## config.mk

```make
export PLATFORM = sky130hd
export DESIGN_NAME = mem_port_arbiter_flat
export DESIGN_NICKNAME = d
export VERILOG_FILES = /design/src/rtl/mem_port_arbiter_pkg.sv /design/src/rtl/mem_port_arbiter_if.sv /design/src/rtl/mem_port_arbiter_rr_arbiter2.sv /design/src/rtl/mem_port_arbiter.sv /design/src/flat_wrapper.sv
export SDC_FILE = /design/constraint.sdc
export NUM_CORES = 1
export LEC_CHECK = 0
export CORE_MARGIN = 5
export CORE_UTILIZATION = 42
export DETAILED_ROUTE_END_ITERATION = 12
export PLACE_DENSITY = 0.82
export SLEW_MARGIN = 10
export SYNTH_ARGS = -nofsm -noshare
export SYNTH_HDL_FRONTEND = slang
export SYNTH_SLANG_ARGS = --single-unit
```

## constraint.sdc

```tcl
create_clock -name clk -period 2 [get_ports clk]
set_input_delay 0.3 -clock clk [delete_from_list [all_inputs] [get_ports clk]]
set_output_delay 0.3 -clock clk [all_outputs]
set_load 0.005 [all_outputs]
```

## src/rtl/mem_port_arbiter_pkg.sv

```systemverilog
// mem_arb_pkg: shared state encoding and owner codes for the memory port arbiter
package mem_arb_pkg;
  typedef enum logic [1:0] {ST_IDLE, ST_ACCESS, ST_RESP} state_t;
  localparam logic [1:0] OWN_NONE = 2'b00;
  localparam logic [1:0] OWN_CPU  = 2'b01;
  localparam logic [1:0] OWN_DMA  = 2'b10;
endpackage

```

## src/rtl/mem_port_arbiter_if.sv

```systemverilog
// mem_port_arbiter_if: one requester's handshake and data bus into the arbiter
interface mem_port_arbiter_if #(
  parameter int ADDR_W = 32,
  parameter int DATA_W = 32
);
  logic              req;
  logic              we;
  logic [ADDR_W-1:0] addr;
  logic [DATA_W-1:0] wdata;
  logic [DATA_W-1:0] rdata;
  logic              ack;
  modport master (output req, we, addr, wdata, input rdata, ack);
  modport slave  (input req, we, addr, wdata, output rdata, ack);
endinterface

```

## src/rtl/mem_port_arbiter_rr_arbiter2.sv

```systemverilog
// rr_arbiter2: two-way round-robin pick; on a tie the side that did not go last wins
module rr_arbiter2
  import mem_arb_pkg::*;
(
  input  logic [1:0] i_req,
  input  logic [1:0] i_last_owner,
  output logic [1:0] o_gnt
);
  always_comb o_gnt = &i_req ? (i_last_owner == OWN_CPU ? 2'b10 : 2'b01) : i_req;
endmodule

```

## src/rtl/mem_port_arbiter.sv

```systemverilog
// mem_port_arbiter: shares one memory port between CPU and DMA with round-robin, fixed-latency accesses
module mem_port_arbiter
  import mem_arb_pkg::*;
#(
  parameter int ADDR_W  = 32,
  parameter int DATA_W  = 32,
  parameter int MEM_LAT = 2
) (
  input  logic              clk,
  input  logic              rst,
  mem_port_arbiter_if.slave cpu,
  mem_port_arbiter_if.slave dma,
  output logic [ADDR_W-1:0] o_mem_adrs,
  output logic [DATA_W-1:0] o_mem_wdata,
  input  logic [DATA_W-1:0] i_mem_rdata,
  output logic              o_mem_read,
  output logic              o_mem_write,
  output logic [1:0]        o_owner
);
  localparam int LW = MEM_LAT > 1 ? $clog2(MEM_LAT) : 1;
  localparam logic [LW-1:0] LAT_INIT = LW'(MEM_LAT - 1);
  state_t            r_state, w_state_nx;
  logic [1:0]        r_owner, r_last_owner, w_gnt;
  logic [LW-1:0]     r_lat_cnt;
  logic              r_we, r_mem_read, r_mem_write, r_cpu_ack, r_dma_ack;
  logic [ADDR_W-1:0] r_addr, w_addr;
  logic [DATA_W-1:0] r_wdata, w_wdata, r_cpu_rdata, r_dma_rdata;
  logic              w_grant, w_done, w_we;
  rr_arbiter2 u_rr (
    .i_req       ({dma.req, cpu.req}),
    .i_last_owner(r_last_owner),
    .o_gnt       (w_gnt)
  );
  always_comb begin
    w_grant    = r_state == ST_IDLE && |w_gnt;
    w_done     = r_state == ST_ACCESS && r_lat_cnt == '0;
    w_we       = w_gnt[0] ? cpu.we : dma.we;
    w_addr     = w_gnt[0] ? cpu.addr : dma.addr;
    w_wdata    = w_gnt[0] ? cpu.wdata : dma.wdata;
    w_state_nx = w_grant ? ST_ACCESS : w_done ? ST_RESP : r_state == ST_RESP ? ST_IDLE : r_state;
  end
  always_ff @(posedge clk)
    r_state <= rst ? ST_IDLE : w_state_nx;
  always_ff @(posedge clk) begin
    if (rst) begin
      r_owner      <= OWN_NONE;
      r_last_owner <= OWN_DMA;
      r_lat_cnt    <= '0;
      r_we         <= 1'b0;
      r_addr       <= '0;
      r_wdata      <= '0;
      r_mem_read   <= 1'b0;
      r_mem_write  <= 1'b0;
      r_cpu_rdata  <= '0;
      r_dma_rdata  <= '0;
      r_cpu_ack    <= 1'b0;
      r_dma_ack    <= 1'b0;
    end else begin
      r_cpu_ack <= w_done && r_owner == OWN_CPU;
      r_dma_ack <= w_done && r_owner == OWN_DMA;
      if (w_grant) begin
        r_owner     <= w_gnt[0] ? OWN_CPU : OWN_DMA;
        r_we        <= w_we;
        r_addr      <= w_addr;
        r_wdata     <= w_wdata;
        r_lat_cnt   <= LAT_INIT;
        r_mem_read  <= ~w_we;
        r_mem_write <= w_we;
      end
      if (r_state == ST_ACCESS && r_lat_cnt != '0)
        r_lat_cnt <= r_lat_cnt - 1'b1;
      if (w_done) begin
        r_mem_read  <= 1'b0;
        r_mem_write <= 1'b0;
        if (!r_we && r_owner == OWN_CPU) r_cpu_rdata <= i_mem_rdata;
        if (!r_we && r_owner == OWN_DMA) r_dma_rdata <= i_mem_rdata;
      end
      if (r_state == ST_RESP) begin
        r_last_owner <= r_owner;
        r_owner      <= OWN_NONE;
      end
    end
  end
  assign cpu.rdata   = r_cpu_rdata;
  assign cpu.ack     = r_cpu_ack;
  assign dma.rdata   = r_dma_rdata;
  assign dma.ack     = r_dma_ack;
  assign o_mem_adrs  = r_addr;
  assign o_mem_wdata = r_wdata;
  assign o_mem_read  = r_mem_read;
  assign o_mem_write = r_mem_write;
  assign o_owner     = r_owner;
endmodule

```

## src/flat_wrapper.sv

```systemverilog
// flat-port wrapper written by rule: the top's interface ports become plain ports
module mem_port_arbiter_flat import mem_arb_pkg::*;
#(
  parameter int ADDR_W  = 32,
  parameter int DATA_W  = 32,
  parameter int MEM_LAT = 2
)
  (clk, rst, o_mem_adrs, o_mem_wdata, i_mem_rdata, o_mem_read, o_mem_write, o_owner, cpu_req, cpu_we, cpu_addr, cpu_wdata, cpu_rdata, cpu_ack, dma_req, dma_we, dma_addr, dma_wdata, dma_rdata, dma_ack);
  mem_port_arbiter_if #(.ADDR_W(ADDR_W), .DATA_W(DATA_W)) cpu_i ();
  mem_port_arbiter_if #(.ADDR_W(ADDR_W), .DATA_W(DATA_W)) dma_i ();
  input  logic clk;
  input  logic rst;
  output logic [ADDR_W-1:0] o_mem_adrs;
  output logic [DATA_W-1:0] o_mem_wdata;
  input  logic [DATA_W-1:0] i_mem_rdata;
  output logic o_mem_read;
  output logic o_mem_write;
  output logic [1:0] o_owner;
  input wire logic [$bits(cpu_i.req)-1:0] cpu_req;
  input wire logic [$bits(cpu_i.we)-1:0] cpu_we;
  input wire logic [$bits(cpu_i.addr)-1:0] cpu_addr;
  input wire logic [$bits(cpu_i.wdata)-1:0] cpu_wdata;
  output wire logic [$bits(cpu_i.rdata)-1:0] cpu_rdata;
  output wire logic [$bits(cpu_i.ack)-1:0] cpu_ack;
  input wire logic [$bits(dma_i.req)-1:0] dma_req;
  input wire logic [$bits(dma_i.we)-1:0] dma_we;
  input wire logic [$bits(dma_i.addr)-1:0] dma_addr;
  input wire logic [$bits(dma_i.wdata)-1:0] dma_wdata;
  output wire logic [$bits(dma_i.rdata)-1:0] dma_rdata;
  output wire logic [$bits(dma_i.ack)-1:0] dma_ack;
  assign cpu_i.req = cpu_req;
  assign cpu_i.we = cpu_we;
  assign cpu_i.addr = cpu_addr;
  assign cpu_i.wdata = cpu_wdata;
  assign cpu_rdata = cpu_i.rdata;
  assign cpu_ack = cpu_i.ack;
  assign dma_i.req = dma_req;
  assign dma_i.we = dma_we;
  assign dma_i.addr = dma_addr;
  assign dma_i.wdata = dma_wdata;
  assign dma_rdata = dma_i.rdata;
  assign dma_ack = dma_i.ack;
  mem_port_arbiter #(.ADDR_W(ADDR_W), .DATA_W(DATA_W), .MEM_LAT(MEM_LAT)) u_core (.clk(clk), .rst(rst), .cpu(cpu_i), .dma(dma_i), .o_mem_adrs(o_mem_adrs), .o_mem_wdata(o_mem_wdata), .i_mem_rdata(i_mem_rdata), .o_mem_read(o_mem_read), .o_mem_write(o_mem_write), .o_owner(o_owner));
endmodule
```

[Word-level counts from Yosys, hierarchy flattened]
Index checks and enable logic that the tools add are counted.
Storage, ports and cells
  output and inout port bits: 134
  register bits after elaboration: 140
Operators by class
  add/subtract/negate cells: 1
  equality and inequality tests: 5
  muxes and demuxes: 11
  reductions and logical operators: 19
  bitwise logic cells: 2
Operators by type and width (count)
  32-bit two-way mux: 2
  2-bit two-way mux: 5
  2-bit OR reduction: 4
  1-bit logical AND: 7
  2-bit by 1-bit == test with 1-bit output, second input constant: 3
  2-bit AND reduction: 3
  2-bit == test, second input constant: 2
  1-bit two-way mux: 4
  2-bit nonzero test: 2
  3-bit nonzero test: 1
  2-bit logical NOT: 1
  1-bit NOT: 2
  1-bit logical NOT: 1
  1-bit subtractor, second input constant: 1

[Depth between registers and ports, before layout]
  depth in word-level cells: 7
  depth in mapped cells: 7

[Modules after synthesis]
Synthesis repeated with hierarchy kept, for this count alone.
Unflattened totals
  cells, all modules: 595
  area total of the unflattened synthesis: 5829.3 um2
Modules (own cells, without submodules)
  mem_port_arbiter: area an instance 5799.3 um2, instances 1, cells each 591
  rr_arbiter2: area an instance 30.0 um2, instances 1, cells each 4

[Worst setup path after synthesis]
Ideal clock, no wire load.
  path type: reg2reg
  start: reg u_core.r_state[1]
  end: reg u_core.r_dma_rdata[10] (netlist: u_core.dma.rdata[10])
  stages on the path, launching flop included: 8
  buffers on the path: 4
  setup time: 0.120 ns
  period minus slack after synthesis: 1.767 ns
  arrival time: 1.647 ns
  setup slack: 0.233 ns
  path through: dfxtp_1 buf_6 or3b_1 buf_2 or3_1 buf_6 buf_6 mux2i_1
On the way
  cells in the longest elaborated chain, start to end: 3
RTL lines
  start, declared: line mem_port_arbiter.sv:22  | state_t r_state, w_state_nx;
  start signal, assigned: line mem_port_arbiter.sv:43  | r_state <= rst ? ST_IDLE : w_state_nx;
  2-bit by 1-bit == test with 1-bit output: line mem_port_arbiter.sv:36  | w_done = r_state == ST_ACCESS && r_lat_cnt == '0;
  1-bit logical AND: line mem_port_arbiter.sv:36
  2-bit AND reduction (no line)
  end signal, assigned: line mem_port_arbiter.sv:76  | if (!r_we && r_owner == OWN_DMA) r_dma_rdata <= i_mem_rdata;
  end, declared: line mem_port_arbiter.sv:27  | logic [DATA_W-1:0] r_wdata, w_wdata, r_cpu_rdata, r_dma_rdata;
Every way passes these cells.
A chain may end at the register's enable or synchronous reset.

[Final worst setup path]
  start: reg u_core.r_lat_cnt
  end: reg u_core.r_dma_rdata[7] (netlist: u_core.dma.rdata[7])
On the way
  cells in the longest elaborated chain, start to end: 3
RTL lines
  start, declared: line mem_port_arbiter.sv:24  | logic [LW-1:0] r_lat_cnt;
  start signal, assigned: line mem_port_arbiter.sv:71  | r_lat_cnt <= r_lat_cnt - 1'b1;
  1-bit NOT: line mem_port_arbiter.sv:36
  1-bit logical AND: line mem_port_arbiter.sv:36
  2-bit AND reduction (no line)
Every way passes these cells.

==> results.json <==
{
  "cts.clk_slew.worst_paths_ns": 0.06,
  "dp.cells": 1111,
  "grt_pass1_wl_um": 35900,
  "slew_headroom_pct": 56.1,
  "cpMaxStageDelayCell": "or3b_1",
  "power_frac_comb_pct": 20.0,
  "switching_share_pct": 26.9,
  "hold_slack_ns": 0.404,
  "diodes": 0,
  "reg2reg_depth": 4,
  "max-vdd-ir-drop_uv": 582,
  "status": "completed",
  "ioPinCount": 300,
  "r2r-end": "u_core.dma.rdata[7]$_SDFFE_PP0P_",
  "fin_setup_tns_ns": 0,
  "routedWlPerCell_um": 20.4,
  "synthTopCellsByCount": "140 x dfxtp_1, 100 x nand2b_1, 77 x clkbuf_1",
  "rsz0062_at_grt": "false",
  "die_h_um": 133,
  "power_frac_seq_pct": 40.2,
  "p_int_mw": 5.56,
  "yosysMostFrequentCell": "dfxtp_1",
  "synth_top_area_share_pct": 43.9,
  "drv_cap": 0,
  "start_util_pct": 42.5,
  "cp.required_ns": 2.28,
  "fillers": 1197,
  "finalSetupViolations": 0,
  "synth_seq_cells": 140,
  "cts-resized-gates": 0,
  "die_x_um": 133,
  "synth-seq-area-share_pct": 43.9,
  "worst_slew_pin_slew_ns": 0.659,
  "clock_skew_ns": 0.0100,
  "drt_iter0_markers": 568,
  "io_buffers": 299,
  "dp_hpwl_um": 15900,
  "layout.cells.non_filler": 1143,
  "synth-edff-count": 0,
  "worst-path-max-fanout": 23,
  "startpoint": "u_core.r_lat_cnt$_SDFFE_PP0P_",
  "fp.coreArea_um2": 15000,
  "grt_pass1_vias": 6505,
  "yosysUniqueCellTypes": 28,
  "grt_max_degree": 69,
  "leakage_nw": 3.59,
  "cts_tree": "done",
  "cts_setup_buffers": 0,
  "critPathCaptureType": "register",
  "clk_latency_ns": 0.42,
  "synthFlopType": "dfxtp_1",
  "dr.pass1.iters": 5,
  "arrival_ns": 2.06,
  "postRouteAntennaNets": 0,
  "drive_gt1_share_pct": 6.70,
  "globalplace.congestion": 0.899,
  "clock_sinks": 140,
  "clk_path_buf_depth": 2,
  "fin_ws_ns": 0.222,
  "grt_overflow": 0,
  "place_ws_ns": 0.247,
  "htree_num_levels": 4,
  "cp_num_buf_inv": 1,
  "ys_warn_count": 0,
  "syn2layout_area_growth_pct": 59.1,
  "grt_antenna_before_repair": 1,
  "syn_nets": 859,
  "dieArea_um2": 17800,
  "synth_area_leader_cell": "dfxtp_1",
  "vias_per_cell": 5.84,
  "clock-root-buffer": "clkbuf_16",
  "rows": 45,
  "global_route.usage.total_pct": 25.0,
  "cellPowerDensity_nw_per_um2": 748,
  "critPathTopFamily": "simple AND/OR/NAND/NOR gates",
  "hold_path.class": "in2reg",
  "hold_viol_final": 0,
  "cts_buffers": 17,
  "syn_inst": 693,
  "total_power_mw": 7.60,
  "fin_nets": 1108,
  "vias": 6678,
  "fin_crit_ns": 1.78,
  "path_depth": 4,
  "worstSetupStartpointType": "register",
  "r2r_start": "u_core.r_lat_cnt$_SDFFE_PP0P_",
  "fmax_ghz": 0.563,
  "route.detailed.drc": 0,
  "regToRegSetupSlack_ns": 0.22,
  "critPathMaxStageDelay_ns": 0.49,
  "crit_type": "reg2reg",
  "cts_hold_buffers": 0,
  "p_switching_mw": 2.04,
  "clkPwrFrac_pct": 39.8,
  "seq_area_um2": 2800,
  "worstPathCellList": "or3b_1 -> or3_1 -> buf_4 -> mux2i_1",
  "min_period_over_period_pct": 88.9,
  "multi_input_area_um2": 3210,
  "cp-endpoint": "u_core.dma.rdata[7]$_SDFFE_PP0P_",
  "routed_wl_um": 23300,
  "yosys-top-cells-area": "dfxtp_1 44%, mux2i_1 10%, nand2b_1 9.8%, o2111ai_1 8.9%, a31oi_1 6.5%",
  "avgSynthCellArea_um2": 9.21,
  "async_flop_share_pct": 0,
  "netlist_area_um2": 6380,
  "drv_slew": 0
}
registers in the layout (all words and copies together) (netlist names), 2 cells and up:
name,count
u_core.r_last_owner,2
u_core.r_state,2
u_core.o_mem_wdata,32
u_core.o_mem_adrs,32
u_core.cpu.rdata,32
u_core.dma.rdata,32
u_core.o_owner,2
worst min path at each step:
stage	from	end	slack, ns	cells past startpoint
floorplan	u_core.r_lat_cnt$_SDFFE_PP0P_	u_core.r_state[1]$_SDFFE_PP0P_	0.44	1
global placement	u_core.r_lat_cnt$_SDFFE_PP0P_	u_core.r_state[1]$_SDFFE_PP0P_	0.46	1
detailed placement	u_core.cpu.rdata[31]$_SDFFE_PP0P_	u_core.cpu.rdata[31]$_SDFFE_PP0P_	0.46	2
CTS	rst	u_core.dma.ack$_SDFF_PP0_	0.39	2
global route	cpu_wdata[10]	u_core.o_mem_wdata[10]$_SDFFE_PP0P_	0.45	3
finish	rst	u_core.dma.ack$_SDFF_PP0_	0.40	2
cell usage in the layout (no fill, tap or decap), drive strengths merged:
cell	count
clkinv	4
and4b	1
o2111ai	65
nor2b	1
a31oi	66
nand4	65
o21ai	69
a211oi	1
o211a	2
clkinvlp	4
or2	1
nor2	5
o21bai	2
o211ai	1
nand3	1
nor3	4
clkdlybuf4s50	296
nand2b	100
buf	27
or3	2
mux2i	65
a21oi	4
clkbuf	20
nand3b	1
bufinv	1
inv	6
dfxtp	140
or3b	1
final cells by class:
class	instances	area share, %
inverter	3	0.111
clock inverter	12	1.12
clock buffer	20	4.40
timing repair buffer	323	32.8
tap	188	2.32
sequential	140	27.6
multi-input combinational	457	31.6
through the flow:
stage / utilization (%) / instance area, um^2
2_1_floorplan: - / 6380
4_1_cts: 67.6 / 10200
5_1_grt: 67.6 / 10200
3_3_place_gp: 63.9 / 9600
6_report: 67.6 / 10200
3_5_place_dp: 63.9 / 9600
per-layer routing:
layer  up-vias  wire length, um  part of all wire [%]  global-route usage (%)
li1       3147                -                     -                       -
met1      3122             9340                    40                    30.4
met2       356            10900                    47                    40.4
met3        51             2480                    11                    9.44
met4         2              629                   2.7                    9.66
met5         -               12                 0.051                       0
logic make-up after synthesis:
family	synth area share, %
compound gates	21.9
buf+inv	6.29
flops	43.9
mux	10.2
simple gates	17.7
power groups by stage:
stage	clock network [mW]	registers [mW]	logic, mW
floorplan	0	3.11	0.600
global placement	0	3.11	1.50
detailed placement	0	3.11	1.51
CTS	3.07	3.05	1.52
global route	3.20	3.07	1.62
finish	3.03	3.05	1.52
No activity file was read; power rests on OpenSTA's default activity.
